`src/rtl/vga_startup_seq.sv`:
```
// PLL lock filter and power-up sequencer: holds the Pong core in reset until lock is stable,
// then enables video. Define VGA_STARTUP_SEQ_FRAME_SYNC_EN to wait for a frame boundary first.
module vga_startup_seq #(
  parameter int SETTLE_CYCLES    = 250000,
  parameter int RESET_CYCLES     = 16,
  parameter int FRAME_TIMEOUT    = 500000,
  parameter int VSYNC_ACTIVE_LOW = 1,
  parameter int CNT_W            = 19
) (
  input  logic       CLK_25MHZ,
  input  logic       RESET_N,
  input  logic       PLL_LOCKED,
  input  logic       VGA_VSYNC,
  output logic       CORE_RESET,
  output logic       VIDEO_EN,
  output logic       READY,
  output logic [7:0] FAULT_COUNT
);

  localparam logic [2:0] ST_WAIT_LOCK = 3'd0;
  localparam logic [2:0] ST_SETTLE    = 3'd1;
  localparam logic [2:0] ST_RESET     = 3'd2;
  localparam logic [2:0] ST_RUN       = 3'd4;
`ifdef VGA_STARTUP_SEQ_FRAME_SYNC_EN
  localparam logic [2:0] ST_SYNC      = 3'd3;
`endif

  logic             r_lock_meta;
  logic             r_lock_s;
  logic [2:0]       r_state;
  logic [2:0]       w_state_nxt;
  logic [CNT_W-1:0] r_cnt;
  logic [7:0]       r_fault_cnt;
  logic             w_fault_src;

  // NOTE: sequential state uses <= so every flop samples pre-edge values; blocking here would
  // collapse the two synchronizer stages into one.
  always_ff @(posedge CLK_25MHZ or negedge RESET_N) begin
    if (!RESET_N) begin
      r_lock_meta <= 1'b0;
      r_lock_s    <= 1'b0;
    end else begin
      r_lock_meta <= PLL_LOCKED;
      r_lock_s    <= r_lock_meta;
    end
  end

`ifdef VGA_STARTUP_SEQ_FRAME_SYNC_EN
  logic r_vs_q;
  logic r_vs_qq;
  logic r_frame_seen;
  logic w_vs_active;
  logic w_vs_edge;

  assign w_vs_active = (VSYNC_ACTIVE_LOW != 0) ? ~VGA_VSYNC : VGA_VSYNC;
  assign w_vs_edge   = r_vs_q & ~r_vs_qq;

  // First active edge inside SYNC only arms; the second marks a complete frame.
  always_ff @(posedge CLK_25MHZ or negedge RESET_N) begin
    if (!RESET_N) begin
      r_vs_q       <= 1'b0;
      r_vs_qq      <= 1'b0;
      r_frame_seen <= 1'b0;
    end else begin
      r_vs_q  <= w_vs_active;
      r_vs_qq <= r_vs_q;
      if (r_state != ST_SYNC)
        r_frame_seen <= 1'b0;
      else if (w_vs_edge)
        r_frame_seen <= 1'b1;
    end
  end

  assign w_fault_src = (r_state == ST_SYNC) || (r_state == ST_RUN);
`else
  logic w_unused;
  assign w_unused    = VGA_VSYNC ^ (FRAME_TIMEOUT == 0) ^ (VSYNC_ACTIVE_LOW == 0);
  assign w_fault_src = (r_state == ST_RUN);
`endif

  // NOTE: w_state_nxt gets a default before the case so no path leaves it unassigned (no latch).
  always_comb begin
    w_state_nxt = r_state;
    case (r_state)
      ST_WAIT_LOCK: if (r_lock_s) w_state_nxt = ST_SETTLE;
      ST_SETTLE: begin
        if (!r_lock_s)
          w_state_nxt = ST_WAIT_LOCK;
        else if (r_cnt == CNT_W'(SETTLE_CYCLES - 1))
          w_state_nxt = ST_RESET;
      end
      ST_RESET: begin
        if (!r_lock_s)
          w_state_nxt = ST_WAIT_LOCK;
        else if (r_cnt == CNT_W'(RESET_CYCLES - 1))
`ifdef VGA_STARTUP_SEQ_FRAME_SYNC_EN
          w_state_nxt = ST_SYNC;
`else
          w_state_nxt = ST_RUN;
`endif
      end
`ifdef VGA_STARTUP_SEQ_FRAME_SYNC_EN
      ST_SYNC: begin
        if (!r_lock_s)
          w_state_nxt = ST_WAIT_LOCK;
        else if ((w_vs_edge && r_frame_seen) || (r_cnt == CNT_W'(FRAME_TIMEOUT - 1)))
          w_state_nxt = ST_RUN;
      end
`endif
      ST_RUN:  if (!r_lock_s) w_state_nxt = ST_WAIT_LOCK;
      default: w_state_nxt = ST_WAIT_LOCK;
    endcase
  end

  // Single shared counter: zero on every transition, so a lock glitch restarts settle from 0.
  always_ff @(posedge CLK_25MHZ or negedge RESET_N) begin
    if (!RESET_N) begin
      r_state     <= ST_WAIT_LOCK;
      r_cnt       <= '0;
      r_fault_cnt <= 8'd0;
    end else begin
      r_state <= w_state_nxt;
      if (w_state_nxt != r_state)
        r_cnt <= '0;
      else if ((r_state != ST_WAIT_LOCK) && (r_state != ST_RUN))
        r_cnt <= r_cnt + CNT_W'(1);
      if ((w_state_nxt == ST_WAIT_LOCK) && w_fault_src && (r_fault_cnt != 8'hFF))
        r_fault_cnt <= r_fault_cnt + 8'd1;
    end
  end

  assign CORE_RESET  = (r_state == ST_WAIT_LOCK) || (r_state == ST_SETTLE) || (r_state == ST_RESET);
  assign VIDEO_EN    = (r_state == ST_RUN);
  assign READY       = (r_state == ST_RUN);
  assign FAULT_COUNT = r_fault_cnt;

endmodule

```
`config.mk`:
```
export PLATFORM = sky130hd
export DESIGN_NAME = vga_startup_seq
export DESIGN_NICKNAME = d
export VERILOG_FILES = /design/src/rtl/vga_startup_seq.sv
export SDC_FILE = /design/constraint.sdc
export NUM_CORES = 1
export LEC_CHECK = 0
export BUFFER_PORTS_ARGS = -buffer_cell sky130_fd_sc_hd__buf_2
export CAP_MARGIN = 25
export CORE_AREA = 2 2 63 65
export DETAILED_ROUTE_END_ITERATION = 12
export DIE_AREA = 0 0 65 67
export PLACE_DENSITY_LB_ADDON = 0.12
export SETUP_SLACK_MARGIN = 0.3
export SYNTH_ARGS = -nofsm -noshare
export SYNTH_HDL_FRONTEND = slang
export SYNTH_SLANG_ARGS = --single-unit
```
`constraint.sdc`:
```
create_clock -name CLK_25MHZ -period 3.2 [get_ports CLK_25MHZ]
set_input_delay 0.64 -clock CLK_25MHZ [delete_from_list [all_inputs] [get_ports CLK_25MHZ]]
set_output_delay 0.64 -clock CLK_25MHZ [all_outputs]
set_load 0.02 [all_outputs]
```
# Word-level counts from Yosys, hierarchy flattened
# Index checks and enable logic that the tools add are counted.
word_totals:
  output_inout_bits: 11
  in_bits: 4
  ff_bits: 32
op_classes:
  n_mux: 9
  reduce_logical: 9
  n_addsub: 2
  eq_ne: 8
op_table:
  columns: ["operator", "n"]
  rows:
  - ["19-bit two-way mux", 2]
  - ["19-bit by 1-bit adder with 19-bit output (second input constant)", 1]
  - ["19-bit by 18-bit == test with 1-bit output (second input constant)", 1]
  - ["19-bit by 4-bit == test with 1-bit output (second input constant)", 1]
  - ["3-bit two-way mux", 6]
  - ["3-bit one-hot mux with 4 select lines", 1]
  - ["8-bit by 1-bit adder with 8-bit output (second input constant)", 1]
  - ["8-bit != test (second input constant)", 1]
  - ["3-bit zero test", 2]
  - ["3-bit by 1-bit == test with 1-bit output (second input constant)", 1]
  - ["3-bit by 2-bit == test with 1-bit output (second input constant)", 1]
  - ["3-bit == test (second input constant)", 1]
  - ["1-bit logical AND", 3]
  - ["3-bit != test", 1]
  - ["3-bit != test (second input constant)", 1]
  - ["3-bit nonzero test", 1]
  - ["1-bit logical OR", 2]
  - ["2-bit nonzero test", 1]

# Depth between registers and ports, before layout
logic_depth:
  ltp_word: 7
  ltp_mapped: 6
  mapped_depth_nobuf: 5

# Worst setup path after synthesis
# OpenSTA, ideal clock, no wires.
synth_timing:
  path_kind: "flip-flop to flip-flop"
  startpoint: "register r_state[0]"
  endpoint: "register r_fault_cnt[5], in the netlist FAULT_COUNT[5]"
  stages_incl_launch_ff: 6
  t_arrival_ns: 2.111
  slack_ns: 1.009
  n_path_buf: 1
  setup_time_ns: 0.080
  synth_period_minus_slack_ns: 2.191
  required_ns: 3.120
  cell_sequence: "dfrtp_1 > buf_1 > nor3b_1 > o211ai_1 > nor3_1 > xor2_1"
synth_via:
  elab_cells_between_ends: 14
synth_lines:
  columns: ["item", "line_no", "source"]
  rows:
  - ["from (decl)", "30", "logic [2:0] r_state;"]
  - ["from (signal assigned)", "122", "r_state <= w_state_nxt;"]
  - ["3-bit == test (*)", null, null]
  - ["named net READY", "16", "output logic READY,"]
  - ["3-bit one-hot mux with 4 select lines", "84", "case (r_state)"]
  - ["3-bit zero test", "127", "if ((w_state_nxt == ST_WAIT_LOCK) && w_fault_src && (r_fault_cnt != 8'hFF))"]
  - ["1-bit logical AND (*) (2 in a row)", "127", null]
  - ["to (signal assigned)", "128", "r_fault_cnt <= r_fault_cnt + 8'd1;"]
  - ["to (decl)", "33", "logic [7:0] r_fault_cnt;"]
# The timed path passes the listed nets; every way through them passes the cells marked *.
# A chain may end at the register's enable or synchronous reset.

# Worst setup path in the final report
layout_timing:
  startpoint: "register r_state[0]"
  endpoint: "register r_cnt[15]"
layout_via:
  elab_chain_len: 5
  elab_cells_between_ends: 17
layout_lines:
  columns: ["item", "line_no", "source"]
  rows:
  - ["3-bit two-way mux, on equally long branches", "95, 89", null]
  - ["3-bit two-way mux, on equally long branches", "93, 87", null]
  - ["3-bit one-hot mux with 4 select lines", "84", null]
  - ["3-bit != test", "123", "if (w_state_nxt != r_state)"]
  - ["19-bit two-way mux / 2-bit nonzero test (equally long branches)", null, null]
  - ["to (signal assigned)", "126", "r_cnt <= r_cnt + CNT_W'(1);"]
  - ["to (decl)", "32", "logic [CNT_W-1:0] r_cnt;"]
# Several ways; a longest one is shown, not always the timed one.

==> flow_metrics.tcl <==
set metrics [dict create \
    finalCoreUtilization 0.532 \
    hold_viol_final 0 \
    required_ns 3.39 \
    synth_compound_gate_area_share 0.116 \
    drt_iter0_markers 64 \
    finClkSkew_ns 0.00606 \
    clk_path_buf_depth 2 \
    first_drt_pass_iteration_count 4 \
    source_to_sink_clock_delay_at_the_later_pin_of_the_worst_skew_pair_ns 0.29 \
    report.final.setup_viol 0 \
    async_reset_ff_frac 1.00 \
    ir_drop_v 0.000207 \
    n_fill_cell 351 \
    crit_path_max_fanout 14 \
    report.final.slew_viol_count 0 \
    grt_start_max_net_pins 33 \
    cts_root_buffer "sky130_fd_sc_hd__clkbuf_8" \
    total_power_mw 0.832 \
    drive_gt1_frac 0.154 \
    maxClockFrequency_mhz 422 \
    die_x_microns 65 \
    post_cts.resized_instances 0 \
    setup_tns_ns 0 \
    synth_top_cell_area_share 0.474 \
    cp_data_arrival_time_ns 2.55 \
    overflow_after_grt 0 \
    synth_seq_area_share 0.474 \
    endpoint_kind "flip-flop" \
    yosysTopAreaCell "sky130_fd_sc_hd__dfrtp_1" \
    std_cell_rows 22 \
    final_design_area_no_fill_sq_um 1920 \
    total_leakage_power_nw 0.797 \
    rsz0062_at_grt "no" \
    count_of_mapped_cells_out_of_synthesis 178 \
    synth-edff-count 0 \
    vias_per_cell 5.75 \
    final_net_count 200 \
    status "complete, no violations" \
    worstSetupPathType "flip-flop to flip-flop" \
    hp-class "flip-flop to flip-flop" \
    cts_buffers 5 \
    grt_usage 0.197 \
    postSynthAreaPerCell_sq_um 9.50 \
    slew_headroom 0.528 \
    die-area_sq_um 4360 \
    antenna_left 0 \
    place.port_buffers 13 \
    synthesis.yosys.warnings 0 \
    power.density_cell_area_nw_per_um2 434 \
    drc 0 \
    synth.area.top_cells "sky130_fd_sc_hd__dfrtp_1, sky130_fd_sc_hd__xor2_1, sky130_fd_sc_hd__nor3_1" \
    chipHeight_microns 67 \
    drv_cap 0 \
    synth_top_family_by_area "simple AND/OR/NAND/NOR gates" \
    synth-adder-area-share 0.0148 \
    dominantRegCellSynth "sky130_fd_sc_hd__dfrtp_1" \
    hpwlAfterDp_microns 2510 \
    min_period_over_period 0.740 \
    tritoncts "built" \
    drt-total-wl_microns 3640 \
    core_sq_um 3610 \
    post-route-min-period_ns 2.37 \
    post_cts_setup_buffer_count 0 \
    number_of_buffers_added_to_fix_hold_violations_after_cts 0 \
    total_of_flip_flops_plus_latches_after_synthesis 32 \
    synth.lib_cells_used.distinct 37 \
    syn_nets 184 \
    grt_pass1_wl_microns 6490 \
    via_count 1398 \
    io-pin-count 15 \
    via_count_of_the_first_global_routing_pass 1426 \
    dpl-instance-area_sq_um 1810 \
    worst_pin_slew_ns 0.707 \
    num_antenna_cells 0 \
    clkTransAtPathRegs_ns 0.07 \
    wl_per_cell_microns 15.0 \
    gp_congestion 0.769 \
    synth_area_sq_um 1690 \
    synth_commonest_cells "sky130_fd_sc_hd__dfrtp_1, sky130_fd_sc_hd__nor3_1, sky130_fd_sc_hd__nand3_1, sky130_fd_sc_hd__nand2_1, sky130_fd_sc_hd__xor2_1" \
    synth_simple_gate_area_frac 0.256 \
    grt_antenna_before_repair 0 \
    syn2layout_area_growth_pct 13.4 \
    post-synth-top-count-cell "sky130_fd_sc_hd__dfrtp_1" \
    clkSinkCount 32 \
    synth-xor-area-share 0.0933 \
    h-tree-depth 2 \
    initial_core_util 0.469 \
    setup.worst_path.start_class "flip-flop" \
    post_synth_mux_area_share 0.0133 \
]
==> per-stage QoR <==
| stage | worst slack [ns] | cells | hold WS, ns |
|---|---|---|---|
| after CTS | 0.848 | 243 | 0.357 |
| after global placement | 0.968 | 235 | 0.338 |
| after floorplan | 1.01 | 178 | 0.331 |
| final | 0.832 | 243 | 0.354 |
| after global routing | 0.674 | 243 | 0.361 |
| after detailed placement | 0.879 | 235 | 0.340 |
==> per-layer routing <==
layer,GRT usage,vias up,part of all wire,routed length [microns]
met2,0.317,26,0.48,1740
li1,-,682,-,-
met3,0.0524,8,0.038,137
met5,0,-,0,0
met1,0.248,682,0.46,1690
met4,0.0851,0,0.021,75
==> layout make-up <==
| type | instances | area, sq um | area share |
|---|---|---|---|
| clock buffers | 5 | 68.8 | 0.0359 |
| clock inverters | 3 | 42.5 | 0.0222 |
| inverters | 6 | 22.5 | 0.0117 |
| multi-input cells | 133 | 835 | 0.435 |
| flip-flops and latches | 32 | 801 | 0.418 |
| well taps | 48 | 60.1 | 0.0313 |
| repair buffers | 16 | 87.6 | 0.0457 |
==> critical path: stages (launching register included) <==
cell and delay, ns:
sky130_fd_sc_hd__dfrtp_1 0.66, sky130_fd_sc_hd__o211ai_1 0.28, sky130_fd_sc_hd__or4_1 0.67, sky130_fd_sc_hd__or3_1 0.39
sky130_fd_sc_hd__a211oi_1 0.26
==> flip-flops by register name, summed over array words and instances, names as in the netlist <==
signal / cells
r_state: 3
FAULT_COUNT: 8
r_cnt: 19
r_lock_meta: 1
r_lock_s: 1
==> power breakdown <==
group	switching [mW]	internal (mW)	leakage (nW)	total [mW]
registers	0.00658	0.409	0.439	0.415
clock network	0.156	0.230	0.0541	0.386
logic	0.0206	0.00967	0.304	0.0303
total	0.183	0.649	0.797	0.832
==> final timing paths <==
kind	startpoint	end	slack, ns	cells after the start
hold reg to reg	r_lock_meta	r_lock_s	0.35	0
hold / removal	r_lock_meta	r_lock_s	0.35	0
setup / recovery	r_state[0]	r_cnt[15]	0.83	4
setup reg to reg	r_state[0]	r_cnt[15]	0.83	4
max in group asynchronous	RESET_N	r_cnt[15]	2.34	1
min in group asynchronous	RESET_N	r_cnt[11]	0.40	1
==> layout by cell type (no fill, tap or decap), types with 7 or more instances in the layout <==
master and count:
sky130_fd_sc_hd__buf_2 13, sky130_fd_sc_hd__nand3_1 14, sky130_fd_sc_hd__nand2_1 11, sky130_fd_sc_hd__xor2_1 11, sky130_fd_sc_hd__dfrtp_1 32, sky130_fd_sc_hd__o21ai_0 9
sky130_fd_sc_hd__nor3_1 18, sky130_fd_sc_hd__nor2_1 8, sky130_fd_sc_hd__xnor2_1 7, sky130_fd_sc_hd__or3_1 8, sky130_fd_sc_hd__a211oi_1 7
==> kinds of logic after synthesis <==
| family | count (synthesis) |
|---|---|
| fa+ha+maj | 2 |
| mux | 2 |
| compound gates | 31 |
| flops | 32 |
| xor+xnor | 18 |
| buf+inv | 13 |
| simple gates | 80 |
(Power assumes the default switching activity.)
